<file path="src/rtl/fp_trace_packer_if.sv">
// FPU execute-side observation bus plus the packed-record output stream of fp_trace_packer.
// The FPU/consumer side drives through master; the recorder sits on slave.
interface fp_trace_packer_if;
    logic         issue_valid;
    logic [31:0]  issue_data1;
    logic [31:0]  issue_data2;
    logic [31:0]  issue_data3;
    logic [2:0]   issue_rm;
    logic [1:0]   issue_op;
    logic [9:0]   issue_opcode;
    logic         cmpl_valid;
    logic [31:0]  cmpl_result;
    logic [4:0]   cmpl_flags;
    logic         rec_valid;
    logic [155:0] rec_data;
    logic         rec_ready;

    modport master (
        output issue_valid, issue_data1, issue_data2, issue_data3,
        output issue_rm, issue_op, issue_opcode,
        output cmpl_valid, cmpl_result, cmpl_flags,
        output rec_ready,
        input  rec_valid, rec_data
    );

    modport slave (
        input  issue_valid, issue_data1, issue_data2, issue_data3,
        input  issue_rm, issue_op, issue_opcode,
        input  cmpl_valid, cmpl_result, cmpl_flags,
        input  rec_ready,
        output rec_valid, rec_data
    );
endinterface

</file>
<file path="src/rtl/fp_trace_packer.sv">
// Passive FPU trace recorder: pairs in-order issues with completions and streams
// 156-bit test-vector records through an output FIFO.
module fp_trace_packer #(
    parameter int PEND_DEPTH = 4,
    parameter int OUT_DEPTH  = 8
) (
    input  logic                  clock,
    input  logic                  reset,
    fp_trace_packer_if.slave      bus,
    input  logic                  clear,
    output logic [31:0]           rec_count,
    output logic [15:0]           drop_count,
    output logic                  err_issue_ovf,
    output logic                  err_orphan
);
    localparam int PPW = $clog2(PEND_DEPTH);
    localparam int OPW = $clog2(OUT_DEPTH);
    localparam int PEW = 111;

    logic [PEW-1:0] pendMem_q [PEND_DEPTH];
    logic [PPW-1:0] pendWr_q, pendRd_q;
    logic [PPW:0]   pendCnt_q, pendCnt_d;
    logic [155:0]   outMem_q [OUT_DEPTH];
    logic [OPW-1:0] outWr_q, outRd_q;
    logic [OPW:0]   outCnt_q, outCnt_d;

    logic [31:0] recCount_q, recCount_d;
    logic [15:0] dropCount_q, dropCount_d;
    logic        errOvf_q, errOvf_d;
    logic        errOrphan_q, errOrphan_d;

    logic pendEmpty, pendFull, pendPop, pendPush;
    logic outEmpty, outFull, outPop, outPush;
    logic dropEvt, ovfEvt, orphanEvt;
    logic [PEW-1:0] pendHead;
    logic [155:0]   record;

    // Counts are one bit wider than the pointers, so the MSB alone flags "full".
    assign pendEmpty = (pendCnt_q == '0);
    assign pendFull  = pendCnt_q[PPW];
    assign outEmpty  = (outCnt_q == '0);
    assign outFull   = outCnt_q[OPW];

    assign pendPop   = bus.cmpl_valid && !pendEmpty;
    assign pendPush  = bus.issue_valid && (!pendFull || pendPop);
    assign outPop    = !outEmpty && bus.rec_ready;
    assign outPush   = pendPop && (!outFull || outPop);

    assign dropEvt   = pendPop && outFull && !outPop;
    assign ovfEvt    = bus.issue_valid && pendFull && !pendPop;
    assign orphanEvt = bus.cmpl_valid && pendEmpty;

    assign pendHead  = pendMem_q[pendRd_q];
    assign record    = {pendHead[110:15], bus.cmpl_result, 3'b000, bus.cmpl_flags,
                        1'b0, pendHead[14:12], 2'b00, pendHead[11:10], 2'b00, pendHead[9:0]};

    assign bus.rec_valid = !outEmpty;
    assign bus.rec_data  = outEmpty ? '0 : outMem_q[outRd_q];
    assign rec_count     = recCount_q;
    assign drop_count    = dropCount_q;
    assign err_issue_ovf = errOvf_q;
    assign err_orphan    = errOrphan_q;

    always_comb begin
        pendCnt_d   = pendCnt_q + {{PPW{1'b0}}, pendPush} - {{PPW{1'b0}}, pendPop};
        outCnt_d    = outCnt_q + {{OPW{1'b0}}, outPush} - {{OPW{1'b0}}, outPop};
        recCount_d  = recCount_q;
        dropCount_d = dropCount_q;
        errOvf_d    = errOvf_q;
        errOrphan_d = errOrphan_q;
        // A clear cycle masks every event seen by the counters and sticky bits.
        if (clear) begin
            recCount_d  = '0;
            dropCount_d = '0;
            errOvf_d    = 1'b0;
            errOrphan_d = 1'b0;
        end else begin
            if (outPop)
                recCount_d = recCount_q + 32'd1;
            if (dropEvt && (dropCount_q != 16'hFFFF))
                dropCount_d = dropCount_q + 16'd1;
            if (ovfEvt)
                errOvf_d = 1'b1;
            if (orphanEvt)
                errOrphan_d = 1'b1;
        end
    end

    always_ff @(posedge clock) begin
        if (!reset) begin
            pendWr_q    <= '0;
            pendRd_q    <= '0;
            pendCnt_q   <= '0;
            outWr_q     <= '0;
            outRd_q     <= '0;
            outCnt_q    <= '0;
            recCount_q  <= '0;
            dropCount_q <= '0;
            errOvf_q    <= 1'b0;
            errOrphan_q <= 1'b0;
        end else begin
            if (pendPush) pendWr_q <= pendWr_q + 1'b1;
            if (pendPop)  pendRd_q <= pendRd_q + 1'b1;
            if (outPush)  outWr_q  <= outWr_q + 1'b1;
            if (outPop)   outRd_q  <= outRd_q + 1'b1;
            pendCnt_q   <= pendCnt_d;
            outCnt_q    <= outCnt_d;
            recCount_q  <= recCount_d;
            dropCount_q <= dropCount_d;
            errOvf_q    <= errOvf_d;
            errOrphan_q <= errOrphan_d;
        end
    end

    // Storage needs no reset: entries are only visible through the counted pointers.
    always_ff @(posedge clock) begin
        if (pendPush)
            pendMem_q[pendWr_q] <= {bus.issue_data1, bus.issue_data2, bus.issue_data3,
                                    bus.issue_rm, bus.issue_op, bus.issue_opcode};
        if (outPush)
            outMem_q[outWr_q] <= record;
    end
endmodule

</file>
<file path="src/flat_wrapper.sv">
// flat-port wrapper written by rule: the top's interface ports become plain ports
module fp_trace_packer_flat 
#(
    parameter int PEND_DEPTH = 4,
    parameter int OUT_DEPTH  = 8
)
  (clock, reset, clear, rec_count, drop_count, err_issue_ovf, err_orphan, bus_issue_valid, bus_issue_data1, bus_issue_data2, bus_issue_data3, bus_issue_rm, bus_issue_op, bus_issue_opcode, bus_cmpl_valid, bus_cmpl_result, bus_cmpl_flags, bus_rec_ready, bus_rec_valid, bus_rec_data);
  fp_trace_packer_if bus_i ();
  input  logic clock;
  input  logic reset;
  input  logic clear;
  output logic [31:0] rec_count;
  output logic [15:0] drop_count;
  output logic err_issue_ovf;
  output logic err_orphan;
  input wire logic [$bits(bus_i.issue_valid)-1:0] bus_issue_valid;
  input wire logic [$bits(bus_i.issue_data1)-1:0] bus_issue_data1;
  input wire logic [$bits(bus_i.issue_data2)-1:0] bus_issue_data2;
  input wire logic [$bits(bus_i.issue_data3)-1:0] bus_issue_data3;
  input wire logic [$bits(bus_i.issue_rm)-1:0] bus_issue_rm;
  input wire logic [$bits(bus_i.issue_op)-1:0] bus_issue_op;
  input wire logic [$bits(bus_i.issue_opcode)-1:0] bus_issue_opcode;
  input wire logic [$bits(bus_i.cmpl_valid)-1:0] bus_cmpl_valid;
  input wire logic [$bits(bus_i.cmpl_result)-1:0] bus_cmpl_result;
  input wire logic [$bits(bus_i.cmpl_flags)-1:0] bus_cmpl_flags;
  input wire logic [$bits(bus_i.rec_ready)-1:0] bus_rec_ready;
  output wire logic [$bits(bus_i.rec_valid)-1:0] bus_rec_valid;
  output wire logic [$bits(bus_i.rec_data)-1:0] bus_rec_data;
  assign bus_i.issue_valid = bus_issue_valid;
  assign bus_i.issue_data1 = bus_issue_data1;
  assign bus_i.issue_data2 = bus_issue_data2;
  assign bus_i.issue_data3 = bus_issue_data3;
  assign bus_i.issue_rm = bus_issue_rm;
  assign bus_i.issue_op = bus_issue_op;
  assign bus_i.issue_opcode = bus_issue_opcode;
  assign bus_i.cmpl_valid = bus_cmpl_valid;
  assign bus_i.cmpl_result = bus_cmpl_result;
  assign bus_i.cmpl_flags = bus_cmpl_flags;
  assign bus_i.rec_ready = bus_rec_ready;
  assign bus_rec_valid = bus_i.rec_valid;
  assign bus_rec_data = bus_i.rec_data;
  fp_trace_packer #(.PEND_DEPTH(PEND_DEPTH), .OUT_DEPTH(OUT_DEPTH)) u_core (.clock(clock), .reset(reset), .bus(bus_i), .clear(clear), .rec_count(rec_count), .drop_count(drop_count), .err_issue_ovf(err_issue_ovf), .err_orphan(err_orphan));
endmodule
</file>
<file path="config.mk">
export PLATFORM = sky130hd
export DESIGN_NAME = fp_trace_packer_flat
export DESIGN_NICKNAME = d
export VERILOG_FILES = /design/src/rtl/fp_trace_packer_if.sv /design/src/rtl/fp_trace_packer.sv /design/src/flat_wrapper.sv
export SDC_FILE = /design/constraint.sdc
export NUM_CORES = 1
export LEC_CHECK = 0
export ABC_AREA = 1
export CAP_MARGIN = 25
export CORE_MARGIN = 2
export CORE_UTILIZATION = 50
export DETAILED_ROUTE_END_ITERATION = 10
export HOLD_SLACK_MARGIN = 0.02
export PLACE_DENSITY_LB_ADDON = 0.15
export SLEW_MARGIN = 20
export SYNTH_ARGS = -nofsm -noshare
export SYNTH_HDL_FRONTEND = slang
export SYNTH_SLANG_ARGS = --single-unit
</file>
<file path="constraint.sdc">
create_clock -name clock -period 10.9 [get_ports clock]
set_input_delay 2.18 -clock clock [delete_from_list [all_inputs] [get_ports clock]]
set_output_delay 2.18 -clock clock [all_outputs]
set_load 0.005 [all_outputs]
</file>
Yosys cells after proc, flatten, opt, wreduce, memory -nomap -nowiden
Memories as Yosys holds them, arrays and structs flattened. A register that Yosys moved wholly into a read port is not among the register bits. Index checks and enable logic that the tools add are counted.

Bits of input ports: 154. Output and inout bits: 207. Memories: 2. Register bits after elaboration: 67. RAM bits: 1628. Word-level logic and storage cells: 54.

Reductions and logical operators: 21. Muxes and demuxes: 9. Add/sub/neg operators: 10. Bitwise gates (word level): 1. Equality and inequality tests: 1.

Memory list: u_core.outMem_q (words 8, width 148, read ports 1, clocked after Yosys merged registers in 1, wr ports 1, RTL line fp_trace_packer.sv:23) `logic [155:0] outMem_q [OUT_DEPTH];`; u_core.pendMem_q (words 4, width 111, read ports 1, clocked after Yosys merged registers in 1, wr ports 1, RTL line fp_trace_packer.sv:20) `logic [PEW-1:0] pendMem_q [PEND_DEPTH];`.

Operators with widths (count): 156-bit 2-to-1 mux (1); 32-bit by 1-bit adder with 32-bit output (second input constant) (1); 16-bit by 1-bit adder with 16-bit output (second input constant) (1); 16-bit inequality test (second input constant) (1); 1-bit logical AND (10); 3-bit by 1-bit adder with 3-bit output (second input constant) (2); 1-bit zero test (6); 3-bit 2-to-1 mux (2); 2-bit by 1-bit adder with 2-bit output (second input constant) (2); 4-bit by 1-bit adder with 4-bit output (1); 4-bit zero test (1); 1-bit 2-to-1 mux (4); 2-bit 2-to-1 mux (2); 4-bit by 1-bit subtractor with 4-bit output (1); 3-bit by 1-bit adder with 3-bit output (1); 3-bit zero test (1); 3-bit by 1-bit subtractor with 3-bit output (1); 1-bit logical OR (2); 2-bit OR reduction (1); 1-bit NOT (1).

Logic depth before layout (Yosys ltp)
Depth in word-level cells: 7. Depth in mapped cells: 12.

Worst setup path after synthesis
Ideal clock, no wire load.

Path type: input port to flip-flop. Start: input port bus_cmpl_valid. End: memory u_core.outMem_q[0][0] (netlist name) (enable). Data required time: 10.242 ns. Path slack: 1.337 ns. Arrival time: 8.905 ns. Library setup time: 0.658 ns. Stages on the path: 6. Cells stage by stage: inv_1 > a21oi_4 > nand2_1 > inv_1 > nand2_1 > nor2_1.

Cells in the longest elaborated chain, start to end: 4.

Ends and longest elaborated chain: start: declaration (RTL line flat_wrapper.sv:23) `input wire logic [$bits(bus_i.cmpl_valid)-1:0] bus_cmpl_valid;`; 1-bit logical AND (RTL line fp_trace_packer.sv:44) `assign pendPop = bus.cmpl_valid && !pendEmpty;`; via u_core.pendPop (RTL line fp_trace_packer.sv:32) `logic pendEmpty, pendFull, pendPop, pendPush;`; 1-bit logical AND (RTL line fp_trace_packer.sv:47) `assign outPush = pendPop && (!outFull || outPop);`; via u_core.outPush (RTL line fp_trace_packer.sv:33) `logic outEmpty, outFull, outPop, outPush;`; 1-bit 2-to-1 mux (RTL line fp_trace_packer.sv:120) `if (outPush)`; 1-bit 2-to-1 mux (implied by the code) (RTL line fp_trace_packer.sv:121) `outMem_q[outWr_q] <= record;`; end: declaration (RTL line fp_trace_packer.sv:23).

The timed path passes the listed nets, and every way through them passes these cells.

==> insert_results.sql <==
INSERT INTO impl_metrics (metric_group, metric, value, unit) VALUES
('power_and_ir_drop', 'power_frac_seq', '0.444', ''),
('setup_path', 'setup.worst_path.class', 'flip-flop to primary output', ''),
('finish', 'finalNonFillerCells', '7172', ''),
('routing', 'routed_wire_length_per_instance', '22.23', 'um'),
('finish', 'finish.net_count', '5444', ''),
('hold_path', 'timing.hold.worst.class', 'flip-flop to flip-flop', ''),
('timing', 'grt_setup_unrepaired', 'false', ''),
('timing', 'fin_tns_setup', '0', 'ps'),
('clocking', 'clk-insertion-delay-late', '800', 'ps'),
('timing', 'slew_headroom', '0.1448', ''),
('floorplan', 'core_region_area', '131600', 'um^2'),
('power_and_ir_drop', 'p_int', '12.81', 'mW'),
('power_and_ir_drop', 'p_clk_frac', '0.305', ''),
('synth', 'post_synth_most_frequent_cells', 'sky130_fd_sc_hd__edfxtp_1 (1628), sky130_fd_sc_hd__nor2_1 (1217), sky130_fd_sc_hd__o21ai_0 (638)', ''),
('finish', 'layout.cell_area.non_filler', '76630', 'um^2'),
('grt', 'use_met1', '0.3222', ''),
('floorplan', 'io-pin-count', '361', ''),
('placement', 'post_dp_cell_area', '71250', 'um^2'),
('placement', 'dp_hpwl', '81580', 'um'),
('finish', 'flow.area_growth_from_synthesis', '15.44', '%'),
('finish', 'layout_cells_sized_above_1', '0.05877', ''),
('synth', 'synth_edf_count', '1628', ''),
('synth', 'ys_top_cells_by_area', 'sky130_fd_sc_hd__edfxtp_1 (74%), sky130_fd_sc_hd__nor2_1 (6.9%), sky130_fd_sc_hd__o21ai_0 (4.8%)', ''),
('placement', 'place_congestion', '0.7954', ''),
('setup_path', 'arrival', '4780', 'ps'),
('setup_path', 'cp_data_required_time', '8720', 'ps'),
('setup_path', 'cp_cell_sequence', 'buf_4, buf_4, nor2_1, nor2_1, o21ai_1, o21ai_1, o21ai_1, nor2_1, clkdlybuf4s50_1', ''),
('clocking', 'cts_max_path_buffers', '3', ''),
('power_and_ir_drop', 'switching_power', '5.505', 'mW'),
('synth', 'ys_seq_elements', '1700', ''),
('synth', 'synth_flop_cell', 'sky130_fd_sc_hd__edfxtp_1', ''),
('clocking', 'cts_tree', 'done', ''),
('routing', 'initialDrtViolationCount', '3768', ''),
('clocking', 'post_cts_resize_count', '0', ''),
('routing', 'num_vias', '40280', ''),
('clocking', 'number_of_buffers_inserted_by_hold_repair_at_cts', '0', ''),
('timing', 'fin_crit_sh', '0.6389', ''),
('clocking', 'clk_pin_slew_worst_paths', '60', 'ps'),
('timing', 'fmax', '143.6', 'MHz'),
('grt', 'first_global_vias', '38680', ''),
('grt', 'first_pass_grt_wire_length', '240200', 'um'),
('clocking', 'post-cts-setup-buffer-count', '0', ''),
('setup_path', 'critPathTopFamily', 'buffers and inverters', ''),
('power_and_ir_drop', 'power_leakage', '24.81', 'nW'),
('timing', 'finalClockSkew', '25.60', 'ps'),
('power_and_ir_drop', 'ir_worst_vdd', '0.1874', 'mV'),
('setup_path', 'r2r_start', 'u_core.outCnt_q[3]', ''),
('clocking', 'ctsRootBufferMaster', 'sky130_fd_sc_hd__clkbuf_16', ''),
('routing', 'post-route-drc-count', '0', ''),
('synth', 'synth_top_cell_by_area', 'sky130_fd_sc_hd__edfxtp_1', ''),
('routing', 'detail_route.first_pass.iterations', '5', ''),
('grt', 'overall_track_demand_over_capacity_in_global_routing', '0.2335', ''),
('setup_path', 'ff2ff_path_depth', '12', ''),
('placement', 'placed_cell_count', '6853', ''),
('floorplan', 'chipHeight', '368.4', 'um'),
('floorplan', 'placement_rows', '133', ''),
('setup_path', 'worst_r2r_endpoint', 'u_core.outMem_q[0][77]', ''),
('setup_path', 'critPathSlowestCell', 'sky130_fd_sc_hd__buf_4', ''),
('floorplan', 'fp.dieArea', '135700', 'um^2'),
('placement', 'buffer_ports.inserted', '352', ''),
('grt', 'gr-usage-met2', '0.3894', ''),
('setup_path', 'startpoint_type', 'flip-flop', ''),
('synth', 'synthDistinctLibCells', '35', ''),
('run_status', 'outcome', 'complete, no violations', ''),
('setup_path', 'wp_depth', '9', ''),
('grt', 'grt_antenna_before_repair', '13', ''),
('synth', 'post_synth.cell_area_avg', '13.26', 'um^2'),
('clocking', 'cts-htree-levels', '4', ''),
('grt', 'use_met3', '0.03318', ''),
('clocking', 'cts-buffers-inserted', '172', ''),
('power_and_ir_drop', 'power_per_cell_area', '239.0', 'nW/um^2');
## through the flow
stage | hold slack, ps | total power, mW | utilization
final | 458.0 | 18.32 | 0.5822
after global routing | 494.3 | 19.19 | 0.5822
after CTS | 457.9 | 18.49 | 0.5819
after detailed placement | 448.3 | 12.89 | 0.5413
after global placement | 435.7 | 12.82 | 0.5411
after floorplan | 433.4 | 10.92 | -
## routing by layer
layer / up-vias / routed length [um]
met4: 8 / 3173
met1: 20070 / 68510
li1: 18820 / -
met3: 193 / 9135
met5: - / 48
met2: 1188 / 78570
## sequential cells by signal, summed over array words and instances, names as in the netlist, named ones only
| register | cells |
|---|---|
| u_core.drop_count | 16 |
| u_core.err_issue_ovf | 1 |
| u_core.err_orphan | 1 |
| u_core.outCnt_q | 4 |
| u_core.outMem_q | 1184 |
| u_core.outRd_q | 3 |
| u_core.outWr_q | 3 |
| u_core.pendCnt_q | 3 |
| u_core.pendMem_q | 444 |
| u_core.pendRd_q | 2 |
| u_core.pendWr_q | 2 |
| u_core.rec_count | 32 |
## power by group through the flow
stage	clock network (mW)	logic, mW	registers (mW)
after floorplan	0	2.61	8.30
after global placement	0	4.53	8.29
after detailed placement	0	4.60	8.30
after CTS	5.71	4.62	8.16
after global routing	5.96	5.05	8.17
final	5.59	4.59	8.14
## cells in the final DEF, fill, tap and decap left out, types with 15 or more instances in the layout
master,synthesis,layout
sky130_fd_sc_hd__clkinv_2,0,26
sky130_fd_sc_hd__ha_1,15,15
sky130_fd_sc_hd__clkbuf_1,192,51
sky130_fd_sc_hd__mux2i_1,148,148
sky130_fd_sc_hd__buf_4,19,37
sky130_fd_sc_hd__clkbuf_16,0,174
sky130_fd_sc_hd__nand3_1,34,34
sky130_fd_sc_hd__inv_1,91,89
sky130_fd_sc_hd__dfxtp_1,72,67
sky130_fd_sc_hd__clkinv_1,0,31
sky130_fd_sc_hd__o22ai_1,259,259
sky130_fd_sc_hd__nor2_1,1217,1205
sky130_fd_sc_hd__edfxtp_1,1628,1628
sky130_fd_sc_hd__clkdlybuf4s50_1,0,352
sky130_fd_sc_hd__a21oi_1,41,41
sky130_fd_sc_hd__o21ai_0,638,638
sky130_fd_sc_hd__o21ai_1,347,347
sky130_fd_sc_hd__nand2_1,144,144
## cell type report
class,instances,area (um^2)
inverters,94,372.9
flip-flops and latches,1700,50350
repair buffers,405,4136
clock buffers,226,4559
diodes,6,15.01
fillers,10410,55000
well taps,1755,2196
multi-input cells,2900,14230
clock inverters,86,778.2
## cells by family (layout without fill, tap and decap cells)
| logic type | count (synthesis) | after routing | share of synthesized area |
|---|---|---|---|
| compound gates | 1290 | 1290 | 0.1024 |
| flops | 1700 | 1700 | 0.7581 |
| xor+xnor | 12 | 12 | 0.001583 |
| fa+ha+maj | 17 | 17 | 0.003430 |
| other cells | 1 | 14 | 0.00005649 |
| simple gates | 1425 | 1425 | 0.08255 |
| mux | 148 | 148 | 0.02232 |
| buf+inv | 415 | 811 | 0.02948 |
## how the worst min path moves through the flow
stage | start | end | slack [ps] | cells past startpoint
2_1_floorplan | u_core.outRd_q[2] | flip-flop | 430 | 2
3_3_place_gp | u_core.outRd_q[2] | flip-flop | 440 | 2
3_5_place_dp | u_core.outRd_q[2] | flip-flop | 450 | 2
4_1_cts | u_core.outRd_q[2] | flip-flop | 460 | 2
5_1_grt | u_core.outRd_q[2] | flip-flop | 490 | 2
6_report | u_core.err_orphan | u_core.err_orphan | 460 | 2
## worst reg2reg max path, stage by stage, from the launching register on
cell,delay [ps]
sky130_fd_sc_hd__dfxtp_1,350
sky130_fd_sc_hd__inv_1,50
sky130_fd_sc_hd__ha_1,250
sky130_fd_sc_hd__nand2_8,640
sky130_fd_sc_hd__buf_4,840
sky130_fd_sc_hd__nand2_2,460
sky130_fd_sc_hd__nand2_1,150
sky130_fd_sc_hd__nand2_1,130
sky130_fd_sc_hd__inv_1,150
sky130_fd_sc_hd__nand2_1,270
sky130_fd_sc_hd__nor2_4,150
sky130_fd_sc_hd__buf_4,750
sky130_fd_sc_hd__buf_4,910
No activity file was read; power rests on OpenSTA's default activity.
